## src/rtl/fetch_unit.sv

```systemverilog
// Instruction fetch stage: PC register, combinational ROM access and a 2-entry
// fetch queue feeding decode over valid/ready, with redirect and fault handling.
module fetch_unit #(
    parameter logic [63:0] RESET_PC      = 64'h0,
    parameter int unsigned ROM_ADDR_BITS = 14
) (
    input  logic        clk,
    input  logic        rst,
    output logic [63:0] im_addr,
    input  logic [31:0] im_dout,
    input  logic        redirect_valid,
    input  logic [63:0] redirect_pc,
    output logic        if_valid,
    output logic [63:0] if_pc,
    output logic [31:0] if_inst,
    output logic [1:0]  if_fault,
    input  logic        id_ready
);

    typedef struct packed {
        logic [63:0] pc;
        logic [31:0] inst;
        logic [1:0]  fault;
    } entry_t;

    entry_t      queue [2];
    logic [63:0] pc;
    logic        rd_ptr;
    logic        wr_ptr;
    logic [1:0]  count;
    logic        halted;

    logic        pop;
    logic        push;
    entry_t      fetched;

    always_comb begin
        // NOTE: every signal written here gets a value on every path; a missed assignment infers a latch.
        fetched          = '0;
        fetched.pc       = pc;
        fetched.fault[0] = (pc[1:0] != 2'b00);
        fetched.fault[1] = ((pc >> ROM_ADDR_BITS) != 64'h0);
        fetched.inst     = (fetched.fault == 2'b00) ? im_dout : 32'h0;

        pop  = (count != 2'd0) && id_ready;
        push = !halted && ((count != 2'd2) || pop);
    end

    // NOTE: state uses non-blocking assignments only; queue storage is reset too because the head is exposed directly on if_*.
    always_ff @(posedge clk) begin
        if (rst) begin
            pc       <= RESET_PC;
            rd_ptr   <= 1'b0;
            wr_ptr   <= 1'b0;
            count    <= 2'd0;
            halted   <= 1'b0;
            queue[0] <= '0;
            queue[1] <= '0;
        end else if (redirect_valid) begin
            // Decode is flushed by the same redirect, so any handshake this cycle is dropped.
            pc     <= redirect_pc;
            rd_ptr <= 1'b0;
            wr_ptr <= 1'b0;
            count  <= 2'd0;
            halted <= 1'b0;
        end else begin
            if (push) begin
                queue[wr_ptr] <= fetched;
                wr_ptr        <= ~wr_ptr;
                if (fetched.fault != 2'b00) begin
                    halted <= 1'b1;
                end else begin
                    pc <= pc + 64'd4;
                end
            end
            if (pop) begin
                rd_ptr <= ~rd_ptr;
            end
            if (push && !pop) begin
                count <= count + 2'd1;
            end else if (pop && !push) begin
                count <= count - 2'd1;
            end
        end
    end

    assign im_addr  = pc;
    assign if_valid = (count != 2'd0);
    assign if_pc    = queue[rd_ptr].pc;
    assign if_inst  = queue[rd_ptr].inst;
    assign if_fault = queue[rd_ptr].fault;

endmodule

```

## config.mk

```make
export PLATFORM = sky130hd
export DESIGN_NAME = fetch_unit
export DESIGN_NICKNAME = d
export VERILOG_FILES = /design/src/rtl/fetch_unit.sv
export SDC_FILE = /design/constraint.sdc
export NUM_CORES = 1
export LEC_CHECK = 0
export CORE_ASPECT_RATIO = 1.4
export CORE_MARGIN = 5
export CORE_UTILIZATION = 55
export CTS_BUF_LIST = sky130_fd_sc_hd__clkbuf_8
export CTS_CLUSTER_DIAMETER = 120
export DETAILED_ROUTE_END_ITERATION = 12
export HOLD_SLACK_MARGIN = 0.05
export PLACE_DENSITY = 0.88
export SLEW_MARGIN = 15
export SYNTH_ARGS = -nofsm -noshare
export SYNTH_HDL_FRONTEND = slang
export SYNTH_SLANG_ARGS = --single-unit
```

## constraint.sdc

```tcl
create_clock -name clk -period 8.2 [get_ports clk]
set_input_delay 1.64 -clock clk [delete_from_list [all_inputs] [get_ports clk]]
set_output_delay 1.64 -clock clk [all_outputs]
set_load 0.02 [all_outputs]
```

# Word-level counts from Yosys, hierarchy flattened
# Memory sizes are Yosys's and may differ from the RTL's. A register that Yosys moved wholly into a read port is not among the register bits.
# Index checks and enable logic that the tools add are counted.
[word_totals]
register_bits = 69
ram_bits = 196
input_bits = 100
output_inout_bits = 163
wordCells = 49
mem_count = 1
[mem_list]
columns = ["name", "depth", "width", "rd", "rd_ports_with_merged_regs", "write_ports", "line", "source"]
rows = [
  ["queue", 2, 98, 1, 1, 2, "26", "entry_t queue [2];"],
]
[op_classes]
addsub = 3
n_eq_ne = 2
n_mux = 17
bitwise_logic = 2
n_reduce_logical = 19
[ops]
columns = ["op", "n"]
rows = [
  ["64-bit two-way mux", 3],
  ["98-bit two-way mux", 1],
  ["98-bit OR reduction", 1],
  ["64-bit by 3-bit adder with 64-bit output, second input constant", 1],
  ["64-bit nonzero test", 1],
  ["32-bit two-way mux", 1],
  ["1-bit two-way mux", 10],
  ["2-bit nonzero test", 5],
  ["1-bit logical AND", 4],
  ["2-bit two-way mux", 2],
  ["2-bit != test, second input constant", 2],
  ["2-bit AND reduction", 2],
  ["1-bit logical NOT", 3],
  ["2-bit by 1-bit adder with 2-bit output, second input constant", 1],
  ["2-bit logical NOT", 1],
  ["1-bit inverter", 2],
  ["2-bit OR reduction", 1],
  ["2-bit by 1-bit subtractor with 2-bit output, second input constant", 1],
  ["1-bit logical OR", 1],
]

# Logic depth before layout (Yosys ltp)
# Gate-level depths: netlist (run 1).
[logic_depth]
ltp_word = 10
mapped_depth = 9
depth_no_buf = 7

# Least setup slack after synthesis (run 1)
# Ideal clock, no wire load.
[synth_timing]
path_kind = "input port to flip-flop"
start = "input port id_ready"
end = "memory queue[0][0] in the netlist's numbering, enable pin"
setup_time_ns = 0.415
t_arrival_ns = 4.064
required_ns = 7.785
slack_ns = 3.721
cell_stages = 7
n_path_buf = 3
cell_sequence = "nor3b_1 -> or2_2 -> buf_2 -> nor3_1 -> clkbuf_1 -> clkbuf_1 -> or2_2"
[synth_lines]
columns = ["element", "line", "source"]
rows = [
  ["start, declared", "17", "input logic id_ready"],
  ["end, declared", "26", ""],
]

==> results.md, run 1 <==
* Async SR Flop Fraction at 0
* Power share of the sequential group at 0.523
* Final core occ at 0.702
* Tcrit/Tclk final at 0.568
* Synth warnings at 0
* Data required time of the worst path at 6.56 ns
* Peak supply drop at 0.138 mV
* Post-synthesis average cell area at roughly 13 um2
* Detail Route Antenna Nets at 0
* Logic pwr share at 0.141
* Final worst setup slack at 3.54 ns
* Lkg Pwr at 5.98 nW
* Post-Synthesis Cells at 914
* Post-route total power at 2.99 mW
* Grt ovf at 0
* Pwr/cell area at 200 nW/um2
* Placed Area at 14,200 um2
* Max Used Layer: met5
* Largest net degree at the start of global routing at 98
* Core footprint at ~21,000 um2
* Status: completed
* Initial antenna violation count at 2
* Syn Nets at between 1,000 and 1,500
* Part of the Yosys area used for sequential elements at 0.612
* # IOs at around 260
* Detailed Route WL at roughly 27,000 um
* First-pass GRT wire length at 42,400 um
* Vias in the first global route at about 7,900
* Critical path class: flip-flop to primary output
* WL met3 at 1600 um
* Clk_skew at ~0.015 ns
* Average vias per placed instance at 5.46
* Clock root cell: clkbuf_8
* Synth unique cells at 49
* Vias at 7,592
* GRT Total Usage at 0.217
* H-tree levels at 2
* Seq cells post-synth at about 270
* Internal power at 2.24 mW
* Fin. Hold Viols at 0
* CP Launch Type: flip-flop
* Post_cts resized at 0
* I/O Buffers at 262
* Setup TNS at 0 ns
* Primary FF master, synth: edfxtp_1
* Clock Power Share at 0.336
* Sw Pwr at 0.747 mW
* Setup violations, final at 0
* Initial Util at 0.560
* Clk_lat worst skew at 0.51 ns
* Slew Limit Fails at 0
* Sw frac at 0.250
* DRC at 0
* Final weighted congestion in routability-driven placement at 0.833
* Met2 WL at approximately 14,000 um
* Critical path endpoint category: primary output
* Met1 WL at just over 10,000 um
* Die X at around 130 um
* Post-CTS setup buffer count at 0
* Row cnt at 63
* First-pass iteration count of the detailed router at 4
* Pre-CTS setup slack at 3.61 ns
* RSZ-0062 raised after global routing: no
* Worst Hold Class: flip-flop to flip-flop
* Nets at 1,205
* Slew margin rel. at 0.364
* DP HPWL at roughly 18,000 um
* TritonCTS buffer count at 39
* Area delta synth->final at 25.3%
* Worst path arrival time at 3.02 ns
* CTS Buffer Depth at 3
* Ratio of cells with drive above 1 in the final layout at 0.170
* Post-synth EDFFs at about 200
* WL per Instance at 19.7 um
* Post-CTS Hold Buffers at 0
* CTS tree: yes
* CTS Sinks at roughly 270
* Maxcap violations at 0
* Worst slew pin tran at 0.950 ns
* Die H at 184 um
* Worst Path Max Fanout at 60
* Reg clk slew, reported paths at 0.06 ns
* Peak Freq at around 210 MHz
* 1st-iter DRT viols at between 400 and 500
* Design Area, Final at 14,900 um2
* Die area at roughly 25,000 um2
* Commonest non-fill, non-tap cell in the layout: clkdlybuf4s50_1
* Synthesized area at 11,900 um2
* Most frequent cells in the layout: 260 x clkdlybuf4s50_1, 196 x edfxtp_1, 123 x and2_1, 98 x mux2_2
* Fin crit period at 4.66 ns
==> synth_stat cells, drive strengths merged (5+ instances only) <==
| cell type | n | area (um2) |
|---|---|---|
| nor2 | 64 | 240 |
| dfxtp | 70 | 1400 |
| clkbuf | 47 | 176 |
| inv | 18 | 67.6 |
| and3 | 71 | 445 |
| o31a | 6 | 52.6 |
| and2 | 125 | 785 |
| nor4 | 20 | 140 |
| edfxtp | 196 | 5890 |
| mux2 | 98 | 1100 |
| buf | 74 | 541 |
| nand2 | 5 | 18.8 |
| a21oi | 10 | 50.1 |
| mux2i | 53 | 531 |
| or2 | 7 | 43.8 |
==> layer usage <==
metal  global-route usage  vias to the layer above
met2                0.390                      255
met5                    0                        -
met4               0.0905                        2
li1                     -                     3584
met1                0.250                     3686
met3               0.0467                       65
==> path summary, 6_finish.rpt <==
check | startpoint | end | slack, ns | cells after the start
setup / recovery | flip-flop | if_pc[18] | 3.54 | 3
hold / removal | count[1] | count[1] | 0.50 | 2
setup reg to reg | im_addr[46] | im_addr[9] | 5.27 | 5
hold reg to reg | count[1] | count[1] | 0.50 | 2
==> power groups by stage <==
stage / Combinational (mW) / Sequential, mW / Clock [mW]
floorplan: 0.251 / 1.57 / 0
global placement: 0.420 / 1.59 / 0
detailed placement: 0.425 / 1.59 / 0
CTS: 0.427 / 1.56 / 1.02
global route: 0.448 / 1.57 / 1.09
finish: 0.422 / 1.56 / 1.00
==> cell families (layout without fill, tap and decap cells) <==
family | count (synthesis) | in the layout | synth area share
xor+xnor | 5 | 5 | 0.00368
simple gates | 319 | 319 | 0.159
fa+ha+maj | 2 | 2 | 0.00210
buf+inv | 140 | 355 | 0.0669
compound gates | 31 | 31 | 0.0192
mux | 151 | 151 | 0.137
other cells | 0 | 1 | 0
flops | 266 | 266 | 0.612
==> registers in the layout, indices dropped and copies added, names as in the netlist, named ones only <==
name	cells
rd_ptr	1
count	2
queue	196
im_addr	64
wr_ptr	1
halted	1
==> layout make-up <==
| type | instances | area (um2) |
|---|---|---|
| Fill cell | 1447 | 6350 |
| Sequential cell | 266 | 7290 |
| Clock inverter | 24 | 139 |
| Multi-Input combinational cell | 508 | 3840 |
| Antenna cell | 1 | 2.50 |
| Timing Repair Buffer | 270 | 2680 |
| Inverter | 18 | 67.6 |
| Tap cell | 260 | 325 |
| Clock buffer | 43 | 592 |
==> metrics by stage <==
| step | hold WS (ns) | std cells |
|---|---|---|
| after global routing | 0.545 | 1390 |
| final | 0.496 | 1390 |
| after detailed placement | 0.489 | 1322 |
| after global placement | 0.474 | 1322 |
| after floorplan | 0.462 | 914 |
| after CTS | 0.499 | 1389 |
==> worst max-delay path, cell delays in order, from the launching register on <==
cell             delay (ns)
dfxtp_4                0.70
buf_4                  0.74
mux2_2                 0.45
clkdlybuf4s50_1        0.54
No activity file was read; power rests on OpenSTA's default activity.
==> run 2, diff against run 1 <==
--- a/config.mk
+++ b/config.mk
@@ -7,12 +7,12 @@
 export LEC_CHECK = 0
 export CORE_ASPECT_RATIO = 1.4
 export CORE_MARGIN = 5
-export CORE_UTILIZATION = 55
+export CORE_UTILIZATION = 53
 export CTS_BUF_LIST = sky130_fd_sc_hd__clkbuf_8
 export CTS_CLUSTER_DIAMETER = 120
 export DETAILED_ROUTE_END_ITERATION = 12
 export HOLD_SLACK_MARGIN = 0.05
-export PLACE_DENSITY = 0.88
+export PLACE_DENSITY = 0.85
 export SLEW_MARGIN = 15
 export SYNTH_ARGS = -nofsm -noshare
 export SYNTH_HDL_FRONTEND = slang
==> constraint.sdc (replaced) <==
create_clock -name clk -period 4.4 [get_ports clk]
set_input_delay 0.88 -clock clk [delete_from_list [all_inputs] [get_ports clk]]
set_output_delay 0.88 -clock clk [all_outputs]
set_load 0.02 [all_outputs]
==> run 2 against run 1 <==
Net effect: clock power rose by 110%; non-clock buffer count rose by 2; critical path depth is the same; critical path type unchanged; largest power group unchanged; highest routed layer unchanged.
==> results.md, run 2 (synthesis results as in run 1) <==
* Status: completed
* Core footprint at approximately 22,000 um2
* Worst Path Max Fanout at 60
* # IOs at 263
* Slew Limit Fails at 0
* Clock root cell: clkbuf_8
* Post-CTS Hold Buffers at 0
* Logic pwr share at 0.136
* CTS Sinks at about 270
* Die area at between 20,000 and 30,000 um2
* Row cnt at 65
* CP peak stage delay at 0.69 ns
* Worst Hold Class: flip-flop to flip-flop
* CP Launch Type: flip-flop
* Initial antenna violation count at 1
* Power share of the sequential group at 0.497
* Slew margin rel. at 0.337
* Ratio of cells with drive above 1 in the final layout at 0.168
* Critical R2R Launch: im_addr[46]
* Fin crit period at 3.48 ns
* I/O Buffers at 262
* Clk_skew at 0.0196 ns
* Average vias per placed instance at 5.30
* Post-Place Cells at 1,365
* H-tree levels at 2
* DP HPWL at around 19,000 um
* Peak supply drop at 0.267 mV
* Worst slew pin tran at 0.990 ns
* Hold Slack at roughly 0.5 ns
* Buf/Inv on CP at 2
* Max Used Layer: met5
* Initial Util at 0.533
* Setup violations, final at 0
* Internal power at roughly 4.5 mW
* Data required time of the worst path at around 3.5 ns
* Critical path endpoint category: primary output
* Met1 WL at 10,100 um
* Clock Power Share at 0.367
* Ant. Diodes at 0
* Detail Route Antenna Nets at 0
* RSZ-0062 raised after global routing: no
* Tcrit/Tclk final at 0.791
* WL met3 at 1740 um
* WL per Instance at 19.3 um
* Slowest CP cell: dfxtp_4
* Nets at 1,208
* Peak Freq at 287 MHz
* GRT Total Usage at 0.215
* TritonCTS buffer count at 40
* Worst path arrival time at around 2.6 ns
* Clk_lat worst skew at 0.53 ns
* Final core occ at 0.679
* Post-CTS setup buffer count at 0
* Pwr/cell area at 386 nW/um2
* Lkg Pwr at 6.09 nW
* First-pass GRT wire length at 42,800 um
* Vias at 7,620
* Commonest non-fill, non-tap cell in the layout: clkdlybuf4s50_1
* Met2 WL at 14,800 um
* Sw frac at 0.240
* Vias in the first global route at between 8,000 and 9,000
* Final weighted congestion in routability-driven placement at about 0.76
* CTS tree: yes
* Post_cts resized at 0
* Sw Pwr at 1.41 mW
* Reg with most FFs: queue
* Fin. Hold Viols at 0
* First-pass iteration count of the detailed router at 7
* Filler Cell Count at 1,590
* Hold Path Origin: rd_ptr
* 1st-iter DRT viols at 421
* Family with the most delay on the worst path: buffers and inverters
* Setup TNS at 0 ns
* Max reg flops at 196
* Area delta synth->final at 27.4%
* Largest net degree at the start of global routing at 98
* Die H at 187 um
* Critical path class: flip-flop to primary output
* Final std cells w/o fill at 1,437
* Grt ovf at 0
* Reg clk slew, reported paths at 0.06 ns
* Maxcap violations at 0
* Most frequent cells in the layout: 260 x clkdlybuf4s50_1, 196 x edfxtp_1, 123 x and2_1, 98 x mux2_2
* CTS Buffer Depth at 3
* Cell Chain, Critical Path: buf_12 > mux2_2 > clkdlybuf4s50_1
* DRC at 0
* Die X at 137 um
* Detailed Route WL at approximately 28,000 um
==> run 2: changes by cell type in the layout (fill, tap and decap cells not counted), sizes merged <==
cell,change
clkinvlp,+1
inv,+8
buf,+2
bufinv,+4
diode,-1
clkbuf,+2
clkinv,-10
==> run 2: final timing paths <==
| kind | slack [ns] | end | cells after the start |
|---|---|---|---|
| setup / recovery | 0.92 | if_pc[17] | 3 |
| hold / removal | 0.51 | flip-flop | 2 |
| setup reg to reg | 1.45 | im_addr[11] | 5 |
| hold reg to reg | 0.51 | flip-flop | 2 |
==> run 2: power groups by stage <==
stage | registers, mW | clock network (mW) | logic (mW)
global route | 2.93 | 2.31 | 0.848
finish | 2.91 | 2.15 | 0.798
global placement | 2.96 | 0 | 0.796
floorplan | 2.93 | 0 | 0.467
detailed placement | 2.97 | 0 | 0.805
CTS | 2.91 | 2.19 | 0.810
==> run 2: per-stage QoR <==
stage	instance area, um2	total power [mW]	setup slack [ns]
after floorplan	11900	3.40	0.681
after global placement	14300	3.75	0.902
after detailed placement	14300	3.77	0.821
after CTS	15200	5.92	0.837
after global routing	15200	6.09	0.807
final	15200	5.86	0.919
==> run 2: layer usage <==
metal,vias up,GRT usage
met1,3687,0.236
met4,2,0.0939
met3,65,0.0476
met5,-,0
met2,267,0.389
li1,3599,-
==> run 2: final cells by class <==
| type | instances | area [um2] | share of cell area |
|---|---|---|---|
| flip-flops and latches | 266 | 7290 | 0.480 |
| multi-input cells | 508 | 3840 | 0.253 |
| repair buffers | 272 | 2740 | 0.181 |
| clock buffers | 45 | 619 | 0.0408 |
| well taps | 301 | 377 | 0.0248 |
| clock inverters | 27 | 243 | 0.0160 |
| inverters | 18 | 67.6 | 0.00445 |
==> run 2: tightest hold or removal path, delay by kind of cell, from the launching register on <==
| kind | cells | cell delay [ns] |
|---|---|---|
| XOR/XNOR | 1 | 0.08 |
| flip-flops | 1 | 0.32 |
| AND/OR/NAND/NOR | 1 | 0.07 |
==> run 3, diff against run 2 <==
--- a/config.mk
+++ b/config.mk
@@ -7,12 +7,12 @@
 export LEC_CHECK = 0
 export CORE_ASPECT_RATIO = 1.4
 export CORE_MARGIN = 5
-export CORE_UTILIZATION = 53
+export CORE_UTILIZATION = 47
 export CTS_BUF_LIST = sky130_fd_sc_hd__clkbuf_8
 export CTS_CLUSTER_DIAMETER = 120
 export DETAILED_ROUTE_END_ITERATION = 12
 export HOLD_SLACK_MARGIN = 0.05
-export PLACE_DENSITY = 0.85
+export PLACE_DENSITY = 0.8
 export SLEW_MARGIN = 15
 export SYNTH_ARGS = -nofsm -noshare
 export SYNTH_HDL_FRONTEND = slang
==> constraint.sdc (replaced) <==
create_clock -name clk -period 2.9 [get_ports clk]
set_input_delay 0.58 -clock clk [delete_from_list [all_inputs] [get_ports clk]]
set_output_delay 0.58 -clock clk [all_outputs]
set_load 0.02 [all_outputs]
==> run 3 against run 2 <==
Net effect: power rose by 50%; final area rose by 1.3%; cell count rose by 3.0%; combinational power rose by 57%; worst hold slack got worse by 0.11 ns; clock power rose by 47%; die area rose by 12%.
==> results.md, run 3 (synthesis results as in run 1) <==
* Status: completed
* Die area at 28,700 um2
* Vias in the first global route at 7,887
* Vias at between 7,000 and 8,000
* Grt ovf at 0
* RSZ-0062 raised after global routing: no
* # IOs at 263
* Peak supply drop at 0.435 mV
* R2R depth at 6
* Worst path arrival time at around 2.2 ns
* H-tree levels at 2
* Hold Path Origin: rst
* Fin. Hold Viols at 0
* CTS Buffer Depth at 3
* Final weighted congestion in routability-driven placement at 0.802
* Die X at roughly 140 um
* Post_cts resized at 0
* WL per Instance at 19.2 um
* Pre-CTS setup slack at 0.204 ns
* CP Launch Type: flip-flop
* Post-Place Cells at 1,398
* Max reg flops at roughly 200
* CP peak stage delay at 0.59 ns
* Min-Delay Path Depth at 3
* Final worst setup slack at 0.117 ns
* Reg with most FFs: queue
* Pwr/cell area at 573 nW/um2
* TritonCTS buffer count at 40
* Slew Limit Fails at 0
* CTS Sinks at 266
* Worst Hold Class: input pin to flip-flop
* Cell Chain, Critical Path: buf_12 > mux2_2 > clkdlybuf4s50_1
* Average vias per placed instance at 5.12
* I/O Buffers at 262
* Reg clk slew, reported paths at 0.06 ns
* Data required time of the worst path at 2.32 ns
* Worst Path Max Fanout at 28
* Post-CTS Hold Buffers at 0
* Core footprint at 25,200 um2
* Area delta synth->final at 29.1%
* Worst slew pin tran at about 0.84 ns
* Setup violations, final at 0
* Initial antenna violation count at 4
* Critical R2R Capture: im_addr[4]
* Clock root cell: clkbuf_8
* Peak Freq at 359 MHz
* Critical path class: flip-flop to primary output
* Critical R2R Launch: im_addr[46]
* First-pass GRT wire length at 42,900 um
* Fin crit period at 2.78 ns
* Tcrit/Tclk final at 0.960
* Lkg Pwr at 6.19 nW
* Setup TNS at 0 ns
* 1st-iter DRT viols at roughly 370
* Largest net degree at the start of global routing at 92
* Detail Route Antenna Nets at 0
* GRT Total Usage at 0.193
* DP HPWL at roughly 19,000 um
* Buf/Inv on CP at 2
* Ratio of cells with drive above 1 in the final layout at 0.185
* Family with the most delay on the worst path: buffers and inverters
* Commonest non-fill, non-tap cell in the layout: clkdlybuf4s50_1
* Most frequent cells in the layout: 260 x clkdlybuf4s50_1, 196 x edfxtp_1, 123 x and2_1, 98 x mux2_2
* CTS tree: yes
* Clk_skew at 0.00964 ns
* Initial Util at 0.473
* Die H at roughly 200 um
* Slowest CP cell: clkdlybuf4s50_1
* Critical path endpoint category: primary output
* Maxcap violations at 0
* Clk_lat worst skew at 0.53 ns
* Detailed Route WL at between 20,000 and 30,000 um
* Final std cells w/o fill at 1,480
* Reg-to-reg slack, setup at 0.44 ns
* First-pass iteration count of the detailed router at 4
* Row cnt at 69
* Worst min-delay path endpoint: halted
* Nets at approximately 1,200
* DRC at 0
* Slew margin rel. at 0.437
==> run 3: cell count changes in the layout (fill, tap and decap cells not counted), sizes merged <==
cell    previous run  this run
buf               12        32
clkinv             6        12
diode              0         3
clkbuf            45        43
bufinv             5         4
inv               32        31
==> run 3: worst max path at each step <==
stage	end	slack (ns)	depth (start not counted)
after floorplan	queue[0][0]	0.03	7
after global placement	queue[1][86]	0.23	7
after CTS	if_pc[18]	0.009	3
after global routing	if_inst[1]	0.04	3
after detailed placement	queue[1][94]	0.20	7
final	if_pc[18]	0.12	3
==> run 3: area by class of cell <==
type                            count  area, um2
Tap cell                          319        399
Clock inverter                     31        239
Antenna cell                        3       7.51
Clock buffer                       43        592
Multi-Input combinational cell    508       3840
Inverter                           18       67.6
Timing Repair Buffer              292       2940
Sequential cell                   266       7290
Fill cell                        1956       9830
==> run 3: power by group <==
part / internal [mW] / switching, mW
Clock: 1.74 / 1.42
Combinational: 0.623 / 0.626
Sequential: 4.29 / 0.122
Total: 6.65 / 2.17
==> run 3: stage by stage <==
step	cell area, um2	hold slack, ns	utilization	power, mW
floorplan	11900	0.462	-	5.15
CTS	15300	0.373	0.609	8.91
global placement	14500	0.482	0.575	5.73
global route	15400	0.405	0.610	9.16
finish	15400	0.399	0.610	8.82
detailed placement	14500	0.501	0.575	5.75
==> run 3: repair_timing <==
item / CTS / global route
setup endpoints to repair: 71 / 10
buffers inserted: 1 / 4
hold endpoints to repair: 0 / 0
==> run 3: worst min-delay path: stages <==
cell	delay (ns)
buf_2	0.12
nor2_1	0.08
o21a_1	0.10
==> run 3: layer usage <==
metal / vias up / part of all wire / GRT usage
met1: 3646 / 0.36 / 0.218
met2: 236 / 0.54 / 0.353
met5: - / 0.00074 / 0
met3: 60 / 0.062 / 0.0430
met4: 4 / 0.032 / 0.0719
li1: 3637 / - / -
